===== config.mk =====
export PLATFORM = sky130hd
export DESIGN_NAME = quantum_preempt_timer
export DESIGN_NICKNAME = d
export VERILOG_FILES = /design/src/rtl/quantum_preempt_timer_pkg.sv /design/src/rtl/quantum_down_counter.sv /design/src/rtl/quantum_preempt_timer.sv
export SDC_FILE = /design/constraint.sdc
export NUM_CORES = 1
export LEC_CHECK = 0
export CAP_MARGIN = 15
export CORE_MARGIN = 1
export CORE_UTILIZATION = 68
export CTS_CLUSTER_SIZE = 10
export DETAILED_ROUTE_END_ITERATION = 8
export DONT_BUFFER_PORTS = 1
export PLACE_DENSITY = 0.84
export SYNTH_ARGS = -nofsm -noshare
export SYNTH_HDL_FRONTEND = slang
export SYNTH_SLANG_ARGS = --single-unit
export TNS_END_PERCENT = 50

===== constraint.sdc =====
create_clock -name clock -period 7.1 [get_ports clock]
set_clock_uncertainty 0.05 [all_clocks]
set_input_delay 1.065 -clock clock [delete_from_list [all_inputs] [get_ports clock]]
set_output_delay 1.065 -clock clock [all_outputs]
set_load 0.005 [all_outputs]

===== src/rtl/quantum_preempt_timer_pkg.sv =====
// Shared definitions for the quantum preemption timer: FSM states, halt codes
// and default widths.
package quantum_preempt_timer_pkg;

    localparam int QW_DEFAULT = 16;
    localparam int AW_DEFAULT = 32;

    typedef enum logic [1:0] {
        S_IDLE   = 2'b00,
        S_RUN    = 2'b01,
        S_EXPIRE = 2'b10,
        S_HALTED = 2'b11
    } state_t;

    localparam logic [1:0] HALT_PROC    = 2'b01;
    localparam logic [1:0] HALT_MACHINE = 2'b10;

endpackage


===== src/rtl/quantum_down_counter.sv =====
// Loadable, enable-gated down-counter that saturates at zero and flags the
// decrement that will reach zero from one.
module quantum_down_counter #(
    parameter int QW = 16
) (
    input  logic          clock,
    input  logic          reset,
    input  logic          clear,
    input  logic          load,
    input  logic [QW-1:0] load_val,
    input  logic          en,
    output logic [QW-1:0] count,
    output logic          will_expire
);

    // A zero count never matches here, so a zero quantum disables expiry.
    assign will_expire = en && (count == QW'(1));

    always_ff @(posedge clock or negedge reset) begin
        if (!reset) begin
            count <= '0;
        end else if (clear) begin
            count <= '0;
        end else if (load) begin
            count <= load_val;
        end else if (en && (count != '0)) begin
            count <= count - QW'(1);
        end
    end

endmodule


===== src/rtl/quantum_preempt_timer.sv =====
// Time-quantum preemption timer: counts retired instructions of a user process,
// requests preemption on expiry and holds the preempted PC for the OS handler.
module quantum_preempt_timer
    import quantum_preempt_timer_pkg::*;
#(
    parameter int QW = QW_DEFAULT,
    parameter int AW = AW_DEFAULT
) (
    input  logic          clock,
    input  logic          reset,
    input  logic          tick,
    input  logic          set_quantum,
    input  logic [QW-1:0] quantum_in,
    input  logic          interruption_process,
    input  logic [1:0]    halt,
    input  logic [AW-1:0] pc_in,
    input  logic          irq_ack,
    output logic          irq,
    output logic [AW-1:0] saved_pc,
    output logic [QW-1:0] remaining,
    output logic          proc_done,
    output logic          halted,
    output logic [1:0]    state
);

    state_t        state_q;
    state_t        state_d;
    logic [QW-1:0] quantum_q;
    logic [QW-1:0] load_val;
    logic          cnt_load;
    logic          cnt_clear;
    logic          cnt_en;
    logic          will_expire;
    logic          capture;
    logic          done_d;

    // Enable is derived outside the FSM block so the expiry flag does not feed back.
    assign cnt_en = (state_q == S_RUN) && tick && !interruption_process
                    && (halt != HALT_PROC) && (halt != HALT_MACHINE);

    quantum_down_counter #(.QW(QW)) u_counter (
        .clock       (clock),
        .reset       (reset),
        .clear       (cnt_clear),
        .load        (cnt_load),
        .load_val    (load_val),
        .en          (cnt_en),
        .count       (remaining),
        .will_expire (will_expire)
    );

    always_ff @(posedge clock or negedge reset) begin
        if (!reset) begin
            state_q <= S_IDLE;
        end else begin
            state_q <= state_d;
        end
    end

    always_comb begin
        state_d   = state_q;
        cnt_load  = 1'b0;
        cnt_clear = 1'b0;
        load_val  = quantum_q;
        capture   = 1'b0;
        done_d    = 1'b0;
        if ((state_q != S_HALTED) && (halt == HALT_MACHINE)) begin
            state_d = S_HALTED;
        end else begin
            case (state_q)
                S_IDLE: begin
                    if (interruption_process) begin
                        state_d  = S_RUN;
                        cnt_load = 1'b1;
                        load_val = set_quantum ? quantum_in : quantum_q;
                    end
                end
                S_RUN: begin
                    if (halt == HALT_PROC) begin
                        state_d   = S_IDLE;
                        cnt_clear = 1'b1;
                        done_d    = 1'b1;
                    end else if (interruption_process) begin
                        cnt_load = 1'b1;
                    end else if (will_expire) begin
                        state_d = S_EXPIRE;
                        capture = 1'b1;
                    end
                end
                S_EXPIRE: begin
                    if (irq_ack) begin
                        state_d = S_IDLE;
                    end
                end
                default: begin
                    state_d = S_HALTED;
                end
            endcase
        end
    end

    always_ff @(posedge clock or negedge reset) begin
        if (!reset) begin
            quantum_q <= '0;
            saved_pc  <= '0;
            irq       <= 1'b0;
            halted    <= 1'b0;
            proc_done <= 1'b0;
        end else begin
            if (set_quantum && (state_q != S_HALTED)) begin
                quantum_q <= quantum_in;
            end
            if (capture) begin
                saved_pc <= pc_in;
            end
            irq       <= (state_d == S_EXPIRE);
            halted    <= (state_d == S_HALTED);
            proc_done <= done_d;
        end
    end

    assign state = state_q;

endmodule


==> results.py, run 1 <==
metrics = {
    "placed_design": {
        "preCtsSetupSlack_ns": 4.12,
        "dp_hpwl_mm": 4.57,
        "place.gp.congestion": 0.883,
        "place.port_buffers": 0,
    },
    "detailed_routing": {
        "dr.pass1.iters": 5,
        "wl_per_cell_microns": 20.3,
        "wirelength_mm": 6.54,
        "drc": 0,
        "ant_nets": 0,
        "vias": 2205,
        "via_per_inst": 6.85,
        "drtIter0Drc": 194,
    },
    "synth": {
        "synth_area_sq_um": 3280,
        "syn-num-nets": 323,
        "synth-edff-count": 0,
        "yosys.area_share.simple": 0.129,
        "synth_xor_area_frac": 0.0187,
        "async_flop_share": 1.00,
        "synth_top_area_share": 0.527,
        "ys_ff_latch": 69,
        "synth_top_family_by_area": "multiplexers",
        "synth-compound-area-share": 0.0794,
        "synth_area_leaders": "dfrtp_1 53%, mux2_2 16%, mux2i_1 4.0%",
        "yosysSeqAreaShare": 0.527,
        "yosysMostFrequentCell": "dfrtp_1",
        "netlist_instances": 264,
        "syn_area_per_cell_sq_um": 12.4,
        "synth_top_area_cell": "dfrtp_1",
        "synth_common_cells": "69 x dfrtp_1, 48 x mux2_2, 13 x mux2i_1",
        "synth.distinct_cells": 47,
        "synth_warnings": 0,
        "synth.area.mux_share": 0.208,
        "synthFlopType": "dfrtp_1",
        "synth_fa_ha_area_frac": 0.0115,
    },
    "sta": {
        "rsz0062_at_grt": "false",
        "finalSetupViolations": 0,
        "fmax_ghz": 0.365,
        "tightest_slew_ns": 0.870,
        "worst_slack_ns": 4.36,
        "setup_tns_ns": 0,
        "drv_slew": 0,
        "hold_viol": 0,
        "finalCritPeriodShare": 0.385,
        "fin_crit_ns": 2.74,
        "slew_headroom": 0.412,
    },
    "clock_network": {
        "clockRootBuffer": "clkbuf_8",
        "cts_tree": "built",
        "worstSkewPairLatency_ns": 0.33,
        "clockBufferDepth": 2,
        "numCtsBuffers": 9,
        "postCtsHoldBufs": 0,
        "cts_resized": 0,
        "path_clk_slew_ns": 0.08,
        "cts.sinks": 69,
        "post_cts_buffers": 0,
        "htreeDepth": 3,
    },
    "worst_setup_path": {
        "rrSetupSlack_ns": 4.40,
        "reg2reg_from": "u_counter.count[8]",
        "worstSetupEndpointType": "flop",
        "path_common_cell": "o21ai_0",
        "cp.required_ns": 7.27,
        "crit_type": "primary input to flop",
        "path_buf_inv": 0,
        "cp_slowest_cell": "nor4bb_1",
        "rr_worst_depth": 5,
        "start_kind": "primary input",
        "critPathTopFamily": "compound AO/OA/AOI/OAI gates",
        "path_cells": "nor4bb_1, a31oi_1, o21ai_0, o21ai_0, a221o_1",
        "cpPeakStageDelay_ns": 0.74,
        "arrival_ns": 2.91,
        "cp_max_fo": 7,
        "r2r_end": "saved_pc[28]",
    },
    "power_and_ir_drop": {
        "ir_drop_mv": 0.253,
        "leakage_nw": 1.56,
        "powerDensity_nw_per_um2": 353,
    },
    "floorplan": {
        "rows": 24,
        "die_x_microns": 71.4,
        "dieArea_sq_um": 5100,
        "ios": 109,
        "dieHeight_microns": 71.4,
        "core_sq_um": 4500,
        "start_util": 0.728,
    },
    "global_route": {
        "grt_overflow": 0,
        "grt_pass1_wl_mm": 10.4,
        "grt_pass1_vias": 2170,
        "grt_max_degree": 70,
        "grt_usage": 0.270,
        "antenna_found_initial": 0,
    },
    "status": {
        "status": "complete, no violations",
    },
    "final_layout": {
        "drive_gt1_frac": 0.270,
        "antenna-diode-count": 0,
        "nFillCells": 278,
        "syn2layout_area_growth_pct": 7.67,
        "fin_nets": 324,
    },
    "min_path": {
        "hold_path.class": "primary input to async pin",
    },
    "job": {
        "max-cap-violations": 0,
    },
}
==> layer usage <==
metal / track usage / up-vias / part of all wire
met5: 0 / - / 0
met4: 0.120 / 0 / 0.015
met3: 0.0858 / 14 / 0.10
met2: 0.421 / 135 / 0.47
met1: 0.348 / 1076 / 0.41
li1: - / 980 / -
==> flip-flops by register name, indices dropped and copies added (netlist names) <==
signal and count:
quantum_q 16, saved_pc 32, state 2, u_counter.count 16, proc_done 1, irq 1, halted 1
==> worst max path at each step <==
stage	startpoint	to	slack, ns	cells past startpoint
3_5_place_dp	halt[0]	u_counter.count[5]	4.12	5
2_1_floorplan	interruption_process	u_counter.count[13]	4.39	5
6_report	halt[0]	u_counter.count[5]	4.36	5
5_1_grt	halt[0]	u_counter.count[5]	4.27	5
4_1_cts	u_counter.count[8]	saved_pc[28]	4.40	5
3_3_place_gp	set_quantum	u_counter.count[5]	4.12	5
==> power breakdown <==
| group | total, W | internal [W] | switching, W |
|---|---|---|---|
| Sequential | 0.000586 | 0.000480 | 0.000106 |
| Clock | 0.000385 | 0.000236 | 0.000149 |
| Combinational | 0.000277 | 0.000138 | 0.000138 |
| Total | 0.00125 | 0.000854 | 0.000393 |
==> cell families (layout without fill, tap and decap cells) <==
group	count (synthesis)	count (layout)
multiplexers	62	62
XOR/XNOR	7	7
adder cells (fa/ha/maj)	3	3
AO/OA/AOI/OAI	38	38
buffers and inverters	17	23
AND/OR/NAND/NOR	68	68
flip-flops	69	69
==> layout make-up <==
cell class | instances | area, sq um | area share
repair buffers | 1 | 7.51 | 0.00213
clock buffers | 9 | 124 | 0.0351
multi-input cells | 178 | 1460 | 0.414
flip-flops and latches | 69 | 1730 | 0.489
well taps | 52 | 65.1 | 0.0184
inverters | 6 | 22.5 | 0.00638
clock inverters | 7 | 121 | 0.0344
==> cell usage in the layout (no fill, tap or decap), types with 3 or more instances in the layout <==
master / netlist / final
or4_1: 5 / 5
nand3_1: 4 / 4
bufinv_16: 0 / 3
mux2i_1: 13 / 13
nor2b_1: 3 / 3
nor4_1: 7 / 7
o21ai_0: 10 / 10
nor2_1: 11 / 11
nand2_1: 10 / 10
inv_1: 6 / 6
mux2_2: 48 / 48
a21oi_1: 5 / 5
o22ai_1: 4 / 4
nor3_1: 5 / 5
nand2b_1: 4 / 4
ha_1: 3 / 3
a211o_1: 3 / 3
a211oi_1: 3 / 3
clkbuf_8: 0 / 9
xnor2_1: 7 / 7
dfrtp_1: 69 / 69
==> metrics by stage <==
| step | std cells | util | area [sq um] | hold slack, ns | power (W) |
|---|---|---|---|---|---|
| 6_report | 322 | 0.784 | 3530 | 0.370 | 0.00125 |
| 2_1_floorplan | 264 | - | 3280 | 0.423 | 0.000790 |
| 5_1_grt | 322 | 0.784 | 3530 | 0.351 | 0.00132 |
| 3_5_place_dp | 306 | 0.729 | 3280 | 0.445 | 0.000861 |
| 3_3_place_gp | 306 | 0.729 | 3280 | 0.437 | 0.000855 |
| 4_1_cts | 322 | 0.784 | 3530 | 0.361 | 0.00125 |
Note: power is estimated with default switching activity, not from simulation.
==> run 2, diff against run 1 <==
--- a/config.mk
+++ b/config.mk
@@ -7,11 +7,11 @@
 export LEC_CHECK = 0
 export CAP_MARGIN = 15
 export CORE_MARGIN = 1
-export CORE_UTILIZATION = 68
+export CORE_UTILIZATION = 57
 export CTS_CLUSTER_SIZE = 10
 export DETAILED_ROUTE_END_ITERATION = 8
 export DONT_BUFFER_PORTS = 1
-export PLACE_DENSITY = 0.84
+export PLACE_DENSITY = 0.75
 export SYNTH_ARGS = -nofsm -noshare
 export SYNTH_HDL_FRONTEND = slang
 export SYNTH_SLANG_ARGS = --single-unit
==> constraint.sdc (replaced) <==
create_clock -name clock -period 2.32 [get_ports clock]
set_clock_uncertainty 0.05 [all_clocks]
set_input_delay 0.348 -clock clock [delete_from_list [all_inputs] [get_ports clock]]
set_output_delay 0.348 -clock clock [all_outputs]
set_load 0.005 [all_outputs]
==> run 2 against run 1 <==
  * Combinational power grew to 4.2 times the previous value
  * Global-route usage shrank 1.7 points
  * Critical path depth is the same
  * Worst setup slack lost 4.4 ns
  * Final area grew 6.6%
  * Non-clock buffer count grew 26
  * Routed wire length grew 8.2%
  * Final cell count grew 14%
  * Register-to-register slack lost 4.4 ns
  * Sequential share of layout area shrank 3.0 points
  * Utilization shrank 10 points
  * Die area grew 19%
  * Critical path type is now flop to flop
  * Critical endpoint is now saved_pc[20]
  * Largest cell class unchanged
  * Largest power group unchanged
  * Highest routed layer unchanged
==> results.py, run 2 (synthesis results as in run 1) <==
metrics = {
    "detailed_routing": {
        "vias": 2239,
        "ant_nets": 0,
        "drtIter0Drc": 170,
        "via_per_inst": 6.10,
        "wl_per_cell_microns": 19.3,
        "wirelength_mm": 7.07,
        "drc": 0,
        "dr.pass1.iters": 4,
    },
    "final_layout": {
        "final_common_cell": "dfrtp_1",
        "top_regs": "saved_pc x32, quantum_q x16, u_counter.count x16",
        "final_cell_mix": "69 x dfrtp_1, 48 x mux2_2, 24 x buf_4",
        "largest_reg_flops": 32,
        "final_cells": 367,
        "largest-register": "saved_pc",
        "antenna-diode-count": 0,
        "drive_gt1_frac": 0.336,
        "fin_nets": 350,
        "syn2layout_area_growth_pct": 14.7,
    },
    "worst_setup_path": {
        "crit_type": "flop to flop",
        "worstSetupEndpointType": "flop",
        "arrival_ns": 2.48,
        "rrSetupSlack_ns": 0.01,
        "start_kind": "flop",
        "r2r_end": "saved_pc[20]",
        "rr_worst_depth": 5,
        "cp_max_fo": 28,
        "reg2reg_from": "u_counter.count[9]",
        "cp.required_ns": 2.49,
    },
    "clock_network": {
        "htreeDepth": 3,
        "clockBufferDepth": 2,
        "worstSkewPairLatency_ns": 0.34,
        "cts.sinks": 69,
        "cts_tree": "built",
        "path_clk_slew_ns": 0.08,
        "numCtsBuffers": 9,
        "clockRootBuffer": "clkbuf_8",
    },
    "sta": {
        "setup_tns_ns": 0,
        "drv_slew": 0,
        "finalCritPeriodShare": 0.995,
        "tightest_slew_ns": 0.692,
        "rsz0062_at_grt": "true",
        "finalSetupViolations": 0,
        "fmax_ghz": 0.433,
        "hold_viol": 0,
        "slew_headroom": 0.534,
        "fin_crit_ns": 2.31,
        "worst_slack_ns": 0.0113,
    },
    "floorplan": {
        "dieHeight_microns": 77.8,
        "start_util": 0.592,
        "rows": 27,
        "core_sq_um": 5540,
        "die_x_microns": 77.8,
        "ios": 109,
        "dieArea_sq_um": 6060,
    },
    "placed_design": {
        "dp_hpwl_mm": 5.11,
        "place_inst": 350,
        "place.gp.congestion": 0.907,
        "place.port_buffers": 0,
        "preCtsSetupSlack_ns": -0.0515,
    },
    "global_route": {
        "grt_pass1_wl_mm": 11.4,
        "grt_pass1_vias": 2359,
        "antenna_found_initial": 0,
        "grt_usage": 0.252,
        "grt_max_degree": 70,
        "grt_overflow": 0,
    },
    "power_and_ir_drop": {
        "leakage_nw": 1.69,
        "ir_drop_mv": 0.522,
        "powerDensity_nw_per_um2": 1040,
    },
    "status": {
        "status": "complete, no violations",
    },
    "job": {
        "max-cap-violations": 0,
    },
    "min_path": {
        "min-delay-start": "pc_in[25]",
        "whs_path_depth": 1,
        "hold_path.class": "primary input to flop",
        "holdPathEnd": "saved_pc[25]",
    },
}
## run 2: cell types whose count changed in the layout (fill, tap and decap cells not counted)
cell and change:
buf_16 +1, or4_1 -1, or4_4 +1, bufinv_16 -1, nor4_1 -1, buf_12 +1, inv_6 -1, buf_4 +23
nor4_2 +1, dlygate4sd3_1 +1, clkinv_2 +1
## run 2: final cells by class
type	count	area, sq um
clock inverters	6	87.6
inverters	6	22.5
fillers	423	1780
well taps	72	90.1
clock buffers	9	124
multi-input cells	178	1470
flip-flops and latches	69	1730
repair buffers	27	238
## run 2: worst max path at each step
| stage | startpoint | to | slack, ns | depth (start not counted) |
|---|---|---|---|---|
| after floorplan | u_counter.count[9] | saved_pc[0] | -0.08 | 6 |
| after global placement | u_counter.count[9] | saved_pc[26] | -0.004 | 5 |
| after detailed placement | u_counter.count[8] | saved_pc[20] | -0.05 | 5 |
| after CTS | u_counter.count[9] | saved_pc[20] | 0.02 | 5 |
| after global routing | u_counter.count[9] | saved_pc[20] | -0.05 | 5 |
| final | u_counter.count[9] | saved_pc[20] | 0.01 | 5 |
## run 2: power by group
part	total, W	switching (W)	internal, W
registers	0.00170	0.000225	0.00147
logic	0.00117	0.000576	0.000597
clock network	0.00106	0.000457	0.000601
## run 2: what timing repair did
action | 4_1_cts | 5_1_grt
gates resized for setup | 1 | 1
endpoints found under the setup margin | 33 | 25
endpoints found under the hold margin | 69 | 0
hold buffers | 2 | 0
buffers inserted | 0 | 0
## run 2: per-stage QoR
step                hold slack, ns  total power (W)  instance area (sq um)   util
finish                      0.0879          0.00393                   3760  0.679
global route                0.0731          0.00417                   3760  0.679
CTS                         0.0777          0.00395                   3750  0.678
detailed placement         0.00417          0.00284                   3500  0.632
global placement           0.00436          0.00279                   3500  0.632
floorplan                  0.00241          0.00242                   3280      -
## run 2: critical path: stages (launching register included)
cell,delay (ns)
dfrtp_1,0.40
or4_4,0.59
or3_4,0.37
nor3_4,0.19
buf_12,0.22
mux2_2,0.36
## run 2: routing by layer
metal | GRT usage | vias up | wire, microns | share of wire
li1 | - | 1030 | - | -
met1 | 0.319 | 1104 | 2930 | 0.41
met2 | 0.408 | 91 | 3430 | 0.48
met3 | 0.0682 | 14 | 605 | 0.086
met4 | 0.108 | 0 | 107 | 0.015
met5 | 0 | - | 0 | 0
==> run 3, diff against run 2 <==
--- a/config.mk
+++ b/config.mk
@@ -6,11 +6,11 @@
 export NUM_CORES = 1
 export LEC_CHECK = 0
 export CAP_MARGIN = 15
-export CORE_MARGIN = 1
 export CORE_UTILIZATION = 57
 export CTS_CLUSTER_SIZE = 10
 export DETAILED_ROUTE_END_ITERATION = 8
 export DONT_BUFFER_PORTS = 1
+export GPL_TIMING_DRIVEN = 0
 export PLACE_DENSITY = 0.75
 export SYNTH_ARGS = -nofsm -noshare
 export SYNTH_HDL_FRONTEND = slang
==> run 3 against run 2 <==
  * Die area stayed put
  * Routed wire length up 4.3%
  * Register-to-register slack worse by 0.07 ns
  * The flow now finishes with violations (setup timing)
==> results.py, run 3 (synthesis results as in run 1) <==
metrics = {
    "global_route": {
        "grt_pass1_wl_mm": 11.1,
        "grt_usage": 0.242,
        "grt_overflow": 0,
        "grt_max_degree": 70,
        "antenna_found_initial": 0,
        "grt_pass1_vias": 2231,
    },
    "worst_setup_path": {
        "cpPeakStageDelay_ns": 0.59,
        "start_kind": "flop",
        "rrSetupSlack_ns": -0.06,
        "reg2reg_from": "u_counter.count[8]",
        "cp_slowest_cell": "or4_4",
        "crit_type": "flop to flop",
        "cp.required_ns": 2.50,
        "arrival_ns": 2.55,
        "path_cells": "or4_4, or3_4, nor3_4, buf_12, buf_12, mux2_2",
        "r2r_end": "saved_pc[8]",
        "worstSetupEndpointType": "flop",
        "critPathTopFamily": "simple AND/OR/NAND/NOR gates",
        "path_buf_inv": 2,
        "path_common_cell": "buf_12",
        "cp_max_fo": 10,
        "rr_worst_depth": 6,
        "path_depth": 6,
    },
    "detailed_routing": {
        "drc": 0,
        "via_per_inst": 6.15,
        "vias": 2214,
        "ant_nets": 0,
        "drtIter0Drc": 168,
        "dr.pass1.iters": 4,
        "wl_per_cell_microns": 20.5,
        "wirelength_mm": 7.37,
    },
    "placed_design": {
        "place.gp.congestion": 0.907,
        "dp_hpwl_mm": 4.80,
        "place.port_buffers": 0,
    },
    "power_and_ir_drop": {
        "power_w": 0.00378,
        "p_int_w": 0.00246,
        "p_comb_frac": 0.289,
        "powerDensity_nw_per_um2": 980,
        "pwr-share-clk": 0.241,
        "p_sw_frac": 0.350,
        "ir_drop_mv": 0.530,
        "power.switching_w": 0.00132,
        "seqPwrFrac": 0.470,
        "leakage_nw": 1.69,
    },
    "sta": {
        "timing.hold.ws_ns": 0.0441,
        "worst_slack_ns": -0.0562,
        "finalCritPeriodShare": 1.02,
        "setup_tns_ns": -1.10,
        "finalSetupViolations": 33,
        "hold_viol": 0,
        "slew_headroom": 0.485,
        "fin_crit_ns": 2.38,
        "tightest_slew_ns": 0.764,
        "drv_slew": 0,
        "rsz0062_at_grt": "true",
        "fmax_ghz": 0.421,
    },
    "clock_network": {
        "path_clk_slew_ns": 0.08,
        "cts_tree": "built",
        "clockRootBuffer": "clkbuf_8",
        "numCtsBuffers": 9,
        "htreeDepth": 3,
        "clockBufferDepth": 2,
        "worstSkewPairLatency_ns": 0.34,
        "cts.sinks": 69,
    },
    "floorplan": {
        "core_sq_um": 5540,
        "dieHeight_microns": 77.8,
        "die_x_microns": 77.8,
        "start_util": 0.592,
        "dieArea_sq_um": 6060,
        "rows": 27,
        "ios": 109,
    },
    "job": {
        "max-cap-violations": 0,
    },
    "final_layout": {
        "drive_gt1_frac": 0.354,
        "syn2layout_area_growth_pct": 17.7,
        "top_regs": "saved_pc x32, quantum_q x16, u_counter.count x16",
        "antenna-diode-count": 0,
        "final_core_util": 0.696,
        "fin_nets": 342,
        "final_common_cell": "dfrtp_1",
        "largest-register": "saved_pc",
        "final_cell_mix": "66 x dfrtp_1, 32 x mux2_2, 17 x mux2_4",
        "largest_reg_flops": 32,
    },
    "min_path": {
        "min-delay-start": "halt[1]",
        "hold_path.class": "primary input to flop",
        "holdPathEnd": "proc_done",
        "whs_path_depth": 1,
    },
    "status": {
        "violations": "setup timing",
        "status": "finished, violations left",
    },
}
run 3: cell count changes in the layout (fill, tap and decap cells not counted), sizes merged:
cell      previous run  this run
inv                  7         6
clkbuf               9        16
buf                 26        13
clkinv               3         4
bufinv               2         0
clkinvlp             0         1
run 3: metal layers:
| metal | global-route usage | share of wire | wire (microns) |
|---|---|---|---|
| met5 | 0 | 0 | 0 |
| met4 | 0.109 | 0.024 | 176 |
| met3 | 0.0741 | 0.098 | 724 |
| met2 | 0.374 | 0.47 | 3480 |
| met1 | 0.313 | 0.41 | 2990 |
run 3: worst max-delay path by stage:
| stage | to | from |
|---|---|---|
| finish | saved_pc[8] | u_counter.count[8] |
| global route | saved_pc[8] | u_counter.count[8] |
| global placement | saved_pc[4] | u_counter.count[9] |
| CTS | saved_pc[11] | u_counter.count[9] |
| detailed placement | saved_pc[25] | u_counter.count[9] |
| floorplan | saved_pc[0] | u_counter.count[9] |
run 3: layout make-up:
class / count / area, sq um
sequential: 69 / 1730
fill: 411 / 1680
multi-input combinational: 178 / 1630
clock buffer: 11 / 151
timing repair buffer: 10 / 110
tap: 72 / 90.1
buffer: 9 / 87.6
clock inverter: 5 / 35.0
inverter: 6 / 22.5
run 3: per-stage QoR:
stage,setup WS (ns),cells,cell area [sq um]
finish,-0.0562,360,3860
global route,-0.0982,360,3860
CTS,-0.184,358,3700
detailed placement,-0.342,336,3370
global placement,-0.314,336,3370
floorplan,-0.0765,264,3280
run 3: power by group through the flow:
stage                     logic, W  clock network [W]  registers, W
after detailed placement  0.000871                  0       0.00177
after global placement    0.000851                  0       0.00175
after CTS                 0.000950           0.000925       0.00175
after floorplan           0.000720                  0       0.00170
after global routing       0.00119           0.000972       0.00182
final                      0.00109           0.000910       0.00178
run 3: timing repair:
item / CTS / global route
resized for setup: 20 / 30
hold buffers: 2 / 0
setup endpoints to repair: 47 / 51
hold endpoints to repair: 69 / 0
buffers inserted: 4 / 4
pin swaps: 1 / 5
